### src/rtl/bam_seq_divider_if.sv
// ============================================================================
// Module      : bam_seq_divider_if
// Description : Valid/ready operand and result bundle for bam_seq_divider.
// Revision    : 1.0 - initial release
// ============================================================================
`default_nettype none

interface bam_seq_divider_if #(
    parameter int PW = 16,
    parameter int WW = 8
);
    logic          in_valid;
    logic          in_ready;
    logic [PW-1:0] dividend;
    logic [WW-1:0] divisor;
    logic          out_valid;
    logic          out_ready;
    logic [PW-1:0] quotient;
    logic [WW-1:0] remainder;
    logic          div_zero;

    modport master (
        output in_valid, dividend, divisor, out_ready,
        input  in_ready, out_valid, quotient, remainder, div_zero
    );

    modport slave (
        input  in_valid, dividend, divisor, out_ready,
        output in_ready, out_valid, quotient, remainder, div_zero
    );
endinterface

`default_nettype wire

### src/rtl/bam_seq_divider.sv
// ============================================================================
// Module      : bam_seq_divider
// Description : Iterative unsigned restoring divider, one quotient bit/clock.
// Revision    : 1.0 - initial release
// ============================================================================
`default_nettype none

module bam_seq_divider #(
    parameter int DW = 8,
    parameter int WW = 8,
    parameter int PW = DW + WW
) (
    input  wire                 clk,
    input  wire                 rst,
    bam_seq_divider_if.slave    bus
);
    localparam int CW = $clog2(PW + 1);
    localparam logic [CW-1:0] C_LAST = CW'(PW - 1);

    typedef enum logic [1:0] {
        ST_IDLE = 2'd0,
        ST_BUSY = 2'd1,
        ST_DONE = 2'd2
    } state_t;

    state_t        state_q, state_d;
    logic [CW-1:0] cnt_q, cnt_d;
    logic [PW-1:0] dvd_q, dvd_d;
    logic [WW-1:0] dsr_q, dsr_d;
    logic [WW:0]   rem_q, rem_d;
    logic [PW-1:0] quo_q, quo_d;
    logic          dz_q, dz_d;

    logic [WW:0]   w_shift;
    logic          w_fits;

    // Partial remainder carries one extra bit so the trial shift never overflows.
    assign w_shift = {rem_q[WW-1:0], dvd_q[PW-1]};
    assign w_fits  = (w_shift >= {1'b0, dsr_q});

    always_comb begin
        state_d = state_q;
        cnt_d   = cnt_q;
        dvd_d   = dvd_q;
        dsr_d   = dsr_q;
        rem_d   = rem_q;
        quo_d   = quo_q;
        dz_d    = dz_q;

        case (state_q)
            ST_IDLE: begin
                if (bus.in_valid) begin
                    if (bus.divisor == '0) begin
                        quo_d   = '1;
                        rem_d   = {1'b0, bus.dividend[WW-1:0]};
                        dz_d    = 1'b1;
                        state_d = ST_DONE;
                    end else begin
                        dvd_d   = bus.dividend;
                        dsr_d   = bus.divisor;
                        rem_d   = '0;
                        quo_d   = '0;
                        cnt_d   = '0;
                        dz_d    = 1'b0;
                        state_d = ST_BUSY;
                    end
                end
            end
            ST_BUSY: begin
                dvd_d = {dvd_q[PW-2:0], 1'b0};
                if (w_fits) begin
                    rem_d = w_shift - {1'b0, dsr_q};
                    quo_d = {quo_q[PW-2:0], 1'b1};
                end else begin
                    rem_d = w_shift;
                    quo_d = {quo_q[PW-2:0], 1'b0};
                end
                cnt_d = cnt_q + CW'(1);
                if (cnt_q == C_LAST) begin
                    state_d = ST_DONE;
                end
            end
            ST_DONE: begin
                if (bus.out_ready) begin
                    state_d = ST_IDLE;
                end
            end
            default: begin
                state_d = ST_IDLE;
            end
        endcase
    end

    always_ff @(posedge clk or posedge rst) begin
        if (rst) begin
            state_q <= ST_IDLE;
            cnt_q   <= '0;
            dvd_q   <= '0;
            dsr_q   <= '0;
            rem_q   <= '0;
            quo_q   <= '0;
            dz_q    <= 1'b0;
        end else begin
            state_q <= state_d;
            cnt_q   <= cnt_d;
            dvd_q   <= dvd_d;
            dsr_q   <= dsr_d;
            rem_q   <= rem_d;
            quo_q   <= quo_d;
            dz_q    <= dz_d;
        end
    end

    assign bus.in_ready  = (state_q == ST_IDLE);
    assign bus.out_valid = (state_q == ST_DONE);
    assign bus.quotient  = quo_q;
    assign bus.remainder = rem_q[WW-1:0];
    assign bus.div_zero  = dz_q;

endmodule

`default_nettype wire

### src/flat_wrapper.sv
// flat-port wrapper written by rule: the top's interface ports become plain ports
module bam_seq_divider_flat 
#(
    parameter int DW = 8,
    parameter int WW = 8,
    parameter int PW = DW + WW
)
  (clk, rst, bus_in_valid, bus_dividend, bus_divisor, bus_out_ready, bus_in_ready, bus_out_valid, bus_quotient, bus_remainder, bus_div_zero);
  bam_seq_divider_if #(.PW(PW), .WW(WW)) bus_i ();
  input  wire clk;
  input  wire rst;
  input wire logic [$bits(bus_i.in_valid)-1:0] bus_in_valid;
  input wire logic [$bits(bus_i.dividend)-1:0] bus_dividend;
  input wire logic [$bits(bus_i.divisor)-1:0] bus_divisor;
  input wire logic [$bits(bus_i.out_ready)-1:0] bus_out_ready;
  output wire logic [$bits(bus_i.in_ready)-1:0] bus_in_ready;
  output wire logic [$bits(bus_i.out_valid)-1:0] bus_out_valid;
  output wire logic [$bits(bus_i.quotient)-1:0] bus_quotient;
  output wire logic [$bits(bus_i.remainder)-1:0] bus_remainder;
  output wire logic [$bits(bus_i.div_zero)-1:0] bus_div_zero;
  assign bus_i.in_valid = bus_in_valid;
  assign bus_i.dividend = bus_dividend;
  assign bus_i.divisor = bus_divisor;
  assign bus_i.out_ready = bus_out_ready;
  assign bus_in_ready = bus_i.in_ready;
  assign bus_out_valid = bus_i.out_valid;
  assign bus_quotient = bus_i.quotient;
  assign bus_remainder = bus_i.remainder;
  assign bus_div_zero = bus_i.div_zero;
  bam_seq_divider #(.DW(DW), .WW(WW), .PW(PW)) u_core (.clk(clk), .rst(rst), .bus(bus_i));
endmodule
### config.mk
export PLATFORM = sky130hd
export DESIGN_NAME = bam_seq_divider_flat
export DESIGN_NICKNAME = d
export VERILOG_FILES = /design/src/rtl/bam_seq_divider_if.sv /design/src/rtl/bam_seq_divider.sv /design/src/flat_wrapper.sv
export SDC_FILE = /design/constraint.sdc
export NUM_CORES = 1
export LEC_CHECK = 0
export CAP_MARGIN = 10
export CORE_MARGIN = 2
export CORE_UTILIZATION = 50
export CTS_BUF_LIST = sky130_fd_sc_hd__clkbuf_16
export CTS_CLUSTER_SIZE = 12
export DETAILED_ROUTE_END_ITERATION = 10
export PLACE_DENSITY = 0.76
export REMOVE_ABC_BUFFERS = 1
export SLEW_MARGIN = 20
export SYNTH_ARGS = -nofsm -noshare
export SYNTH_HDL_FRONTEND = slang
export SYNTH_SLANG_ARGS = --single-unit
### constraint.sdc
create_clock -name clk -period 2.48 [get_ports clk]
set_input_delay 0.496 -clock clk [delete_from_list [all_inputs] [get_ports clk]]
set_output_delay 0.496 -clock clk [all_outputs]
set_load 0.02 [all_outputs]
-- Yosys cells after proc, flatten, opt, wreduce, memory -nomap -nowiden
Index checks and enable logic that the tools add are counted.
- bits in registers: 56
- input port bits: 28
- output and inout bits: 27
- word-level logic and storage cells: 46
- add/sub/neg operators: 2
- order comparisons: 1
- equality and inequality tests: 7
- muxes and demuxes: 20
- bitwise operators: 1
- reductions and logical operators: 8
- operator list (operator ; number):
    16-bit 2-to-1 mux ; 4
    16-bit one-hot mux with 2 select lines ; 2
    8-bit 2-to-1 mux ; 3
    8-bit one-hot mux with 2 select lines ; 1
    5-bit 2-to-1 mux ; 2
    5-bit one-hot mux with 2 select lines ; 1
    9-bit by 8-bit greater-or-equal comparator with 1-bit output ; 1
    3-bit AND reduction ; 3
    8-bit logical NOT ; 1
    2-bit 2-to-1 mux ; 4
    8-bit subtractor ; 1
    2-bit != test, second input constant ; 3
    2-bit one-hot mux with 3 select lines ; 1
    5-bit by 1-bit adder with 5-bit output, second input constant ; 1
    5-bit by 4-bit equality test with 1-bit output, second input constant ; 1
    2-bit AND reduction ; 2
    2-bit by 1-bit equality test with 1-bit output, second input constant ; 1
    2-bit equality test, second input constant ; 1
    2-bit logical NOT ; 1
    1-bit 2-to-1 mux ; 2
    2-bit by 1-bit != test with 1-bit output, second input constant ; 1
    2-bit nonzero test ; 1
    1-bit inverter ; 1

-- Logic depth before layout (Yosys ltp)
Gate-level depths: netlist of the first run.
- depth in word-level cells: 4
- mapped depth: 9
- gate-level depth less buffers: 9

-- Worst setup path after synthesis of the first run
OpenSTA, ideal clock, no wires.
- path kind: register -> register
- start point: reg u_core.rem_q[2]
- end point: reg u_core.rem_q[1]
- setup time: 0.075 ns
- data arrival time: 2.139 ns
- required time: 2.405 ns
- slack: 0.266 ns
- stages on the path, launching flop included: 8
- path buffers: 0
- clock period less this slack: 2.214 ns
- cells stage by stage: dfrtp_1 ha_1 a21o_1 a21oi_4 o21ai_2 a41oi_4 mux2_2 o21ai_2
- word-level cells in the longest chain between the ends: 3
- ends and longest elaborated chain (item ; RTL line ; source):
    start: declaration ; bam_seq_divider.sv:30 ; logic [WW:0] rem_q, rem_d;
    start signal: assignment ; bam_seq_divider.sv:108 ; rem_q <= rem_d;
    9-bit by 8-bit greater-or-equal comparator with 1-bit output ; bam_seq_divider.sv:39 ; assign w_fits = (w_shift >= {1'b0, dsr_q});
    8-bit 2-to-1 mux ; bam_seq_divider.sv:71 ; if (w_fits) begin
    8-bit one-hot mux with 2 select lines ; bam_seq_divider.sv:50 ; case (state_q)
Every way passes these cells.
A chain may end at the register's enable or synchronous reset.

-- Worst setup path in the final report of the first run
- start point: reg u_core.rem_q[2]
- end point: reg u_core.rem_q[3]
- word-level cells in the longest chain between the ends: 3
- elaborated cells between the ends (all ways): 4
- classes of those cells: add/sub (1); order compare (1); mux (2)
- ends and longest elaborated chain (item ; RTL line):
    8-bit subtractor / 9-bit by 8-bit greater-or-equal comparator with 1-bit output (equally long branches) ; bam_seq_divider.sv:72, bam_seq_divider.sv:39
    8-bit 2-to-1 mux * ; bam_seq_divider.sv:71
    8-bit one-hot mux with 2 select lines * ; bam_seq_divider.sv:50
Every way passes the cells marked *; elsewhere a longest branch is shown, timed or not.

==> flow_metrics.py, run 1 <==
metrics = {
    "drt": {
        "drc": 0,
        "dr.pass1.iters": 4,
        "num_vias": 2325,
        "avgViaCountPerCell": 5.66,
        "routed_wl_mm": 6.07,
        "final_antenna_net_count": 0,
        "avgRoutedWirePerCell_microns": 14.8,
        "drt_iter0_drc": 138,
    },
    "clock_tree": {
        "htreeDepth": 2,
        "cts-root-buf": "clkbuf_16",
        "ctsLongestPathBuffers": 2,
        "path_clk_slew_ns": 0.08,
        "clk_latency_ns": 0.29,
        "postCtsSetupBuffers": 0,
        "post_cts_resized": 0,
        "cts_tree": "yes",
        "hold_buffers": 0,
        "numCtsBuffers": 5,
        "cts_sinks": 56,
    },
    "floorplanning": {
        "coreArea_sq_um": 5510,
        "die_h_microns": 79.3,
        "die_x_microns": 79.3,
        "start_util_pct": 51.5,
        "die_area_sq_um": 6290,
        "num_rows": 27,
        "io-pin-count": 55,
    },
    "global_route": {
        "grt_pass1_wl_mm": 10.5,
        "grt_pass1_vias": 2260,
        "antenna_found_initial": 0,
        "grt_max_degree": 57,
        "grt_remaining_overflow": 0,
        "grt_use_total_pct": 21.0,
    },
    "critical_path": {
        "ff2ff_path_depth": 8,
        "reg2reg_slack_ns": 0.23,
        "crit_fanout": 7,
        "worstReg2RegStart": "u_core.rem_q[2]$_DFFE_PP0P_",
        "rr_endpoint": "u_core.rem_q[3]$_DFFE_PP0P_",
        "criticalPathCategory": "reg -> reg",
        "crit_arrival_ns": 2.43,
        "cp-end-kind": "flop",
        "crit_path_end": "u_core.rem_q[3]$_DFFE_PP0P_",
        "startpoint_type": "flop",
        "cp.required_ns": 2.66,
        "worstSetupStartpoint": "u_core.rem_q[2]$_DFFE_PP0P_",
    },
    "place": {
        "dp_hpwl_mm": 4.45,
        "gp_congestion": 0.833,
        "port_buffers": 54,
    },
    "synth": {
        "synth_seq_cells": 56,
        "ys_warn_count": 0,
        "netlist_area_sq_um": 2840,
        "synth_area_per_cell_sq_um": 10.1,
        "ys_seq_area_share_pct": 49.4,
        "synth-async-reset-ratio_pct": 100,
        "synth_edf_count": 0,
        "synthDistinctLibCells": 42,
        "synth_flop_cell": "dfrtp_1",
        "synth_cells": 282,
    },
    "timing": {
        "slew_headroom_pct": 51.9,
        "fin_hold_ws_ns": 0.496,
        "rsz0062_at_grt": "no",
        "skew_ns": 0.00681,
        "final-setup-viol-count": 0,
        "worst_slew_pin_slew_ns": 0.721,
        "fmax_mhz": 445,
        "setup_tns_ns": 0,
        "slew_violations": 0,
        "min_period_ns": 2.25,
        "post-route-period-util_pct": 90.7,
        "finalHoldViolCount": 0,
    },
    "power_and_ir_drop": {
        "pwr-share-comb_pct": 57.1,
        "clkPwrFrac_pct": 12.8,
        "power.switching_w": 0.00235,
        "seq_power_share_pct": 30.1,
        "sw_frac_of_total_pct": 42.0,
        "intPower_w": 0.00324,
        "p_per_area_nw_per_um2": 1530,
        "total_leakage_power_nw": 1.62,
        "max-vdd-ir-drop_v": 0.000894,
    },
    "final_layout": {
        "drive_gt1_share_pct": 11.2,
        "insertedDiodeCount": 0,
        "final_cell_mix": "dfrtp_1, clkdlybuf4s50_1, nand2_1",
        "layout_commonest_cell": "dfrtp_1",
        "area_growth_pct": 29.2,
        "num-nets-final": 377,
        "fillers": 440,
    },
    "hold_path": {
        "hp-class": "reg -> reg",
    },
    "status": {
        "status": "completed",
    },
    "run": {
        "drv_cap": 0,
    },
}
cell families (layout without fill, tap and decap cells):
logic type / after synthesis / in the layout / share of synthesized area [%]
AO/OA/AOI/OAI: 88 / 88 / 22.7
XOR/XNOR: 6 / 6 / 1.85
adder cells (fa/ha/maj): 11 / 11 / 5.12
buffers and inverters: 30 / 87 / 4.19
flip-flops: 56 / 56 / 49.4
multiplexers: 9 / 9 / 3.31
AND/OR/NAND/NOR: 82 / 82 / 13.4
synthesized netlist by cell type (2+ instances only):
master    number  area share (%)
nand2b_1       4            0.88
dfrtp_1       56              49
xnor2_1        3            0.93
a21oi_1        8             1.4
clkbuf_1      11             1.5
o21ai_2        3            0.93
a22oi_1        8             2.1
nor2b_1        3            0.66
ha_1          10             4.4
a22o_1         2            0.62
nand3_1        2            0.35
or4_4          2            0.79
a21o_1         2            0.53
xor2_1         3            0.93
mux2i_1        6             2.1
o21a_1         2            0.53
a31oi_1       15             3.3
buf_2          5            0.88
inv_1         14             1.9
o21bai_1       2            0.53
mux2_2         3             1.2
o21ai_1        6             1.1
o21ai_0       16             2.8
nand2_1       44             5.8
a221o_1       15             5.3
nor2_1        20             2.6
o22ai_1        2            0.44
final cells by class:
cell class                      instances  area (sq um)  area share (%)
Inverter                               14          52.6            1.43
Clock inverter                          3          21.3           0.580
Clock buffer                            5           125            3.41
Multi-Input combinational cell        196          1330            36.2
Tap cell                               72          90.1            2.46
Timing Repair Buffer                   65           648            17.7
Sequential cell                        56          1400            38.2
worst max-delay path, stage by stage (launching register included):
cell     delay (ns)
dfrtp_1        0.42
ha_1           0.37
a21o_1         0.22
a21oi_4        0.18
o21ai_2        0.09
a41oi_4        0.38
buf_4          0.21
mux2i_1        0.20
o21ai_1        0.07
metal layers:
| metal | GRT usage (%) | routed length (microns) | up-vias |
|---|---|---|---|
| met2 | 36.4 | 3020 | 60 |
| met1 | 27.7 | 2730 | 1136 |
| met3 | 3.52 | 266 | 5 |
| li1 | - | - | 1124 |
| met4 | 4.66 | 52 | 0 |
| met5 | 0 | 0 | - |
power groups by stage:
stage | Sequential (W) | Clock (W) | Combinational, W
final | 0.00168 | 0.000716 | 0.00319
after global routing | 0.00174 | 0.000765 | 0.00355
after CTS | 0.00168 | 0.000719 | 0.00322
after detailed placement | 0.00170 | 0 | 0.00321
after global placement | 0.00168 | 0 | 0.00311
after floorplan | 0.00183 | 0 | 0.00203
sequential cells by signal, summed over array words and instances (netlist names):
name,cells
u_core.bus.div_zero,1
u_core.bus.quotient,16
u_core.cnt_q,5
u_core.dsr_q,8
u_core.dvd_q,16
u_core.rem_q,8
u_core.state_q,2
stage by stage:
| stage | instance area [sq um] | utilization [%] | total power, W | worst slack (ns) | cells |
|---|---|---|---|---|---|
| floorplan | 2770 | - | 0.00386 | 0.00533 | 266 |
| global placement | 3520 | 63.9 | 0.00480 | 0.158 | 403 |
| detailed placement | 3520 | 63.9 | 0.00490 | 0.126 | 403 |
| CTS | 3660 | 66.6 | 0.00562 | 0.223 | 411 |
| global route | 3660 | 66.6 | 0.00606 | 0.0856 | 411 |
| finish | 3660 | 66.6 | 0.00559 | 0.231 | 411 |
how the worst min path moves through the flow:
| stage | startpoint | to | cells after the start |
|---|---|---|---|
| after floorplan | u_core.dvd_q[0]$_DFFE_PP0P_ | u_core.dvd_q[0]$_DFFE_PP0P_ | 1 |
| after global placement | u_core.bus.div_zero$_DFFE_PP0P_ | u_core.bus.div_zero$_DFFE_PP0P_ | 2 |
| after detailed placement | u_core.bus.div_zero$_DFFE_PP0P_ | u_core.bus.div_zero$_DFFE_PP0P_ | 2 |
| after CTS | u_core.bus.div_zero$_DFFE_PP0P_ | u_core.bus.div_zero$_DFFE_PP0P_ | 2 |
| after global routing | u_core.bus.div_zero$_DFFE_PP0P_ | u_core.bus.div_zero$_DFFE_PP0P_ | 2 |
| final | u_core.bus.div_zero$_DFFE_PP0P_ | u_core.bus.div_zero$_DFFE_PP0P_ | 2 |
No activity file was read; power rests on OpenSTA's default activity.
==> run 2: changes to the inputs <==
--- a/config.mk
+++ b/config.mk
@@ -12,6 +12,7 @@
 export CTS_CLUSTER_SIZE = 12
 export DETAILED_ROUTE_END_ITERATION = 10
 export PLACE_DENSITY = 0.76
+export RECOVER_POWER = 100
 export REMOVE_ABC_BUFFERS = 1
 export SLEW_MARGIN = 20
 export SYNTH_ARGS = -nofsm -noshare
==> run 2 against run 1 <==
  * Flip-flop and latch count stayed put
  * Power down 2.2%
  * Register-to-register slack got worse by 0.05 ns
  * Clock skew hardly changed
  * Worst setup slack worse by 0.045 ns
  * Worst hold slack got worse by 0.0064 ns
  * Combinational power is 3% lower
  * Design area decreased by 1.1%
  * Clock power about the same
  * Critical path type unchanged
  * Critical endpoint is now u_core.rem_q[1]$_DFFE_PP0P_
==> flow_metrics.py, run 2 (same netlist as run 1, synthesis figures left out) <==
metrics = {
    "status": {
        "status": "completed",
    },
    "critical_path": {
        "crit_path_max_incr_delay_ns": 0.42,
        "cp_cell_sequence": "ha_1 -> a21o_1 -> a21oi_4 -> o21ai_1 -> a41oi_4 -> mux2_2 -> o21ai_0",
        "crit_arrival_ns": 2.51,
        "reg2reg_slack_ns": 0.19,
        "worstReg2RegStart": "u_core.rem_q[2]$_DFFE_PP0P_",
        "crit_fanout": 7,
        "rr_endpoint": "u_core.rem_q[1]$_DFFE_PP0P_",
        "ff2ff_path_depth": 7,
        "criticalPathCategory": "reg -> reg",
        "cp.required_ns": 2.70,
        "crit_slowest_cell": "dfrtp_1",
        "cp-end-kind": "flop",
        "startpoint_type": "flop",
    },
    "place": {
        "port_buffers": 54,
        "gp_congestion": 0.833,
        "dp_hpwl_mm": 4.45,
        "placed_cells": 403,
    },
    "clock_tree": {
        "htreeDepth": 2,
        "ctsLongestPathBuffers": 2,
        "path_clk_slew_ns": 0.08,
        "postCtsSetupBuffers": 0,
        "cts_tree": "yes",
        "hold_buffers": 0,
        "cts_sinks": 56,
        "clk_latency_ns": 0.29,
        "numCtsBuffers": 5,
        "cts-root-buf": "clkbuf_16",
        "post_cts_resized": 0,
    },
    "hold_path": {
        "worstHoldStart": "u_core.bus.div_zero$_DFFE_PP0P_",
        "hp-class": "reg -> reg",
        "hold-path-endpoint": "u_core.bus.div_zero$_DFFE_PP0P_",
        "hold_depth": 2,
    },
    "global_route": {
        "grt_pass1_wl_mm": 10.5,
        "grt_use_total_pct": 21.0,
        "antenna_found_initial": 0,
        "grt_max_degree": 57,
        "grt_remaining_overflow": 0,
        "grt_pass1_vias": 2260,
    },
    "drt": {
        "routed_wl_mm": 6.05,
        "drc": 0,
        "routed.top_layer": "met4",
        "wl_met3_microns": 268,
        "avgViaCountPerCell": 5.61,
        "drt_iter0_drc": 152,
        "met1_length_mm": 2.73,
        "wl_met2_mm": 3.00,
        "avgRoutedWirePerCell_microns": 14.7,
        "dr.pass1.iters": 5,
        "final_antenna_net_count": 0,
        "num_vias": 2307,
    },
    "final_layout": {
        "area_growth_pct": 27.8,
        "stdcell_count": 411,
        "multi_input_comb_area_sq_um": 1300,
        "layout_commonest_cell": "dfrtp_1",
        "final_cell_mix": "dfrtp_1, nand2_1, dlygate4sd3_1",
        "drive_gt1_share_pct": 9.44,
        "insertedDiodeCount": 0,
        "regArea_sq_um": 1400,
        "fillers": 443,
        "num-nets-final": 377,
    },
    "timing": {
        "skew_ns": 0.00645,
        "finalHoldViolCount": 0,
        "worst_slew_pin_slew_ns": 1.35,
        "fmax_mhz": 436,
        "slew_headroom_pct": 10.1,
        "post-route-period-util_pct": 92.5,
        "slew_violations": 0,
        "final-setup-viol-count": 0,
        "min_period_ns": 2.29,
        "setup_tns_ns": 0,
        "rsz0062_at_grt": "no",
    },
    "power_and_ir_drop": {
        "sw_frac_of_total_pct": 42.3,
        "clkPwrFrac_pct": 13.0,
        "max-vdd-ir-drop_v": 0.000880,
        "power.switching_w": 0.00231,
        "p_per_area_nw_per_um2": 1510,
        "seq_power_share_pct": 30.6,
        "pwr-share-comb_pct": 56.4,
        "total_leakage_power_nw": 1.67,
        "intPower_w": 0.00315,
    },
    "floorplanning": {
        "die_x_microns": 79.3,
        "start_util_pct": 51.5,
        "die_h_microns": 79.3,
        "coreArea_sq_um": 5510,
        "die_area_sq_um": 6290,
        "io-pin-count": 55,
        "num_rows": 27,
    },
    "run": {
        "drv_cap": 0,
    },
}
## run 2: cell types whose count changed in the layout (fill, tap and decap cells not counted), sizes merged
cell	change
clkinv	+1
clkbuf	+2
inv	-1
buf	-2
dlygate4sd3	+28
clkdlybuf4s50	-28
## run 2: layout make-up
class	count	share of cell area (%)
multi-input cells	196	36.0
well taps	72	2.49
clock buffers	5	3.45
repair buffers	65	17.4
clock inverters	3	0.587
flip-flops and latches	56	38.7
inverters	14	1.45
## run 2: metal layers
metal,track usage [%],vias to the layer above
met5,0,-
met4,4.66,0
met3,3.52,6
met2,36.4,59
met1,27.7,1120
li1,-,1122
## run 2: critical path: cells and delay by family (launching register included)
kind | cells | cell delay [ns]
muxes | 1 | 0.38
DFF | 1 | 0.42
adders and majority gates | 1 | 0.37
AOI/OAI and AO/OA | 5 | 1.04
## run 2: worst max path at each step
stage / from / end / slack [ns] / cells after the start
2_1_floorplan: bus_divisor[7] / u_core.cnt_q[3]$_DFFE_PP0P_ / 0.005 / 6
3_3_place_gp: bus_divisor[3] / u_core.cnt_q[3]$_DFFE_PP0P_ / 0.16 / 7
3_5_place_dp: bus_divisor[3] / u_core.cnt_q[3]$_DFFE_PP0P_ / 0.13 / 7
4_1_cts: u_core.rem_q[2]$_DFFE_PP0P_ / u_core.rem_q[2]$_DFFE_PP0P_ / 0.22 / 8
5_1_grt: bus_divisor[3] / u_core.dsr_q[3]$_DFFE_PP0P_ / 0.05 / 7
6_report: u_core.rem_q[2]$_DFFE_PP0P_ / u_core.rem_q[1]$_DFFE_PP0P_ / 0.19 / 7
## run 2: through the flow
step	area (sq um)	power (W)	setup WS [ns]	hold WS [ns]	util, %
after detailed placement	3520	0.00490	0.126	0.487	63.9
after CTS	3660	0.00562	0.223	0.503	66.6
final	3620	0.00547	0.186	0.490	65.8
after global placement	3520	0.00480	0.158	0.484	63.9
after floorplan	2770	0.00386	0.00533	0.466	-
after global routing	3620	0.00594	0.0509	0.540	65.8
## run 2: power groups by stage
stage | logic (W) | clock network [W] | registers [W]
after global routing | 0.00344 | 0.000765 | 0.00173
after CTS | 0.00322 | 0.000719 | 0.00168
final | 0.00308 | 0.000713 | 0.00167
after global placement | 0.00311 | 0 | 0.00168
after detailed placement | 0.00321 | 0 | 0.00170
after floorplan | 0.00203 | 0 | 0.00183
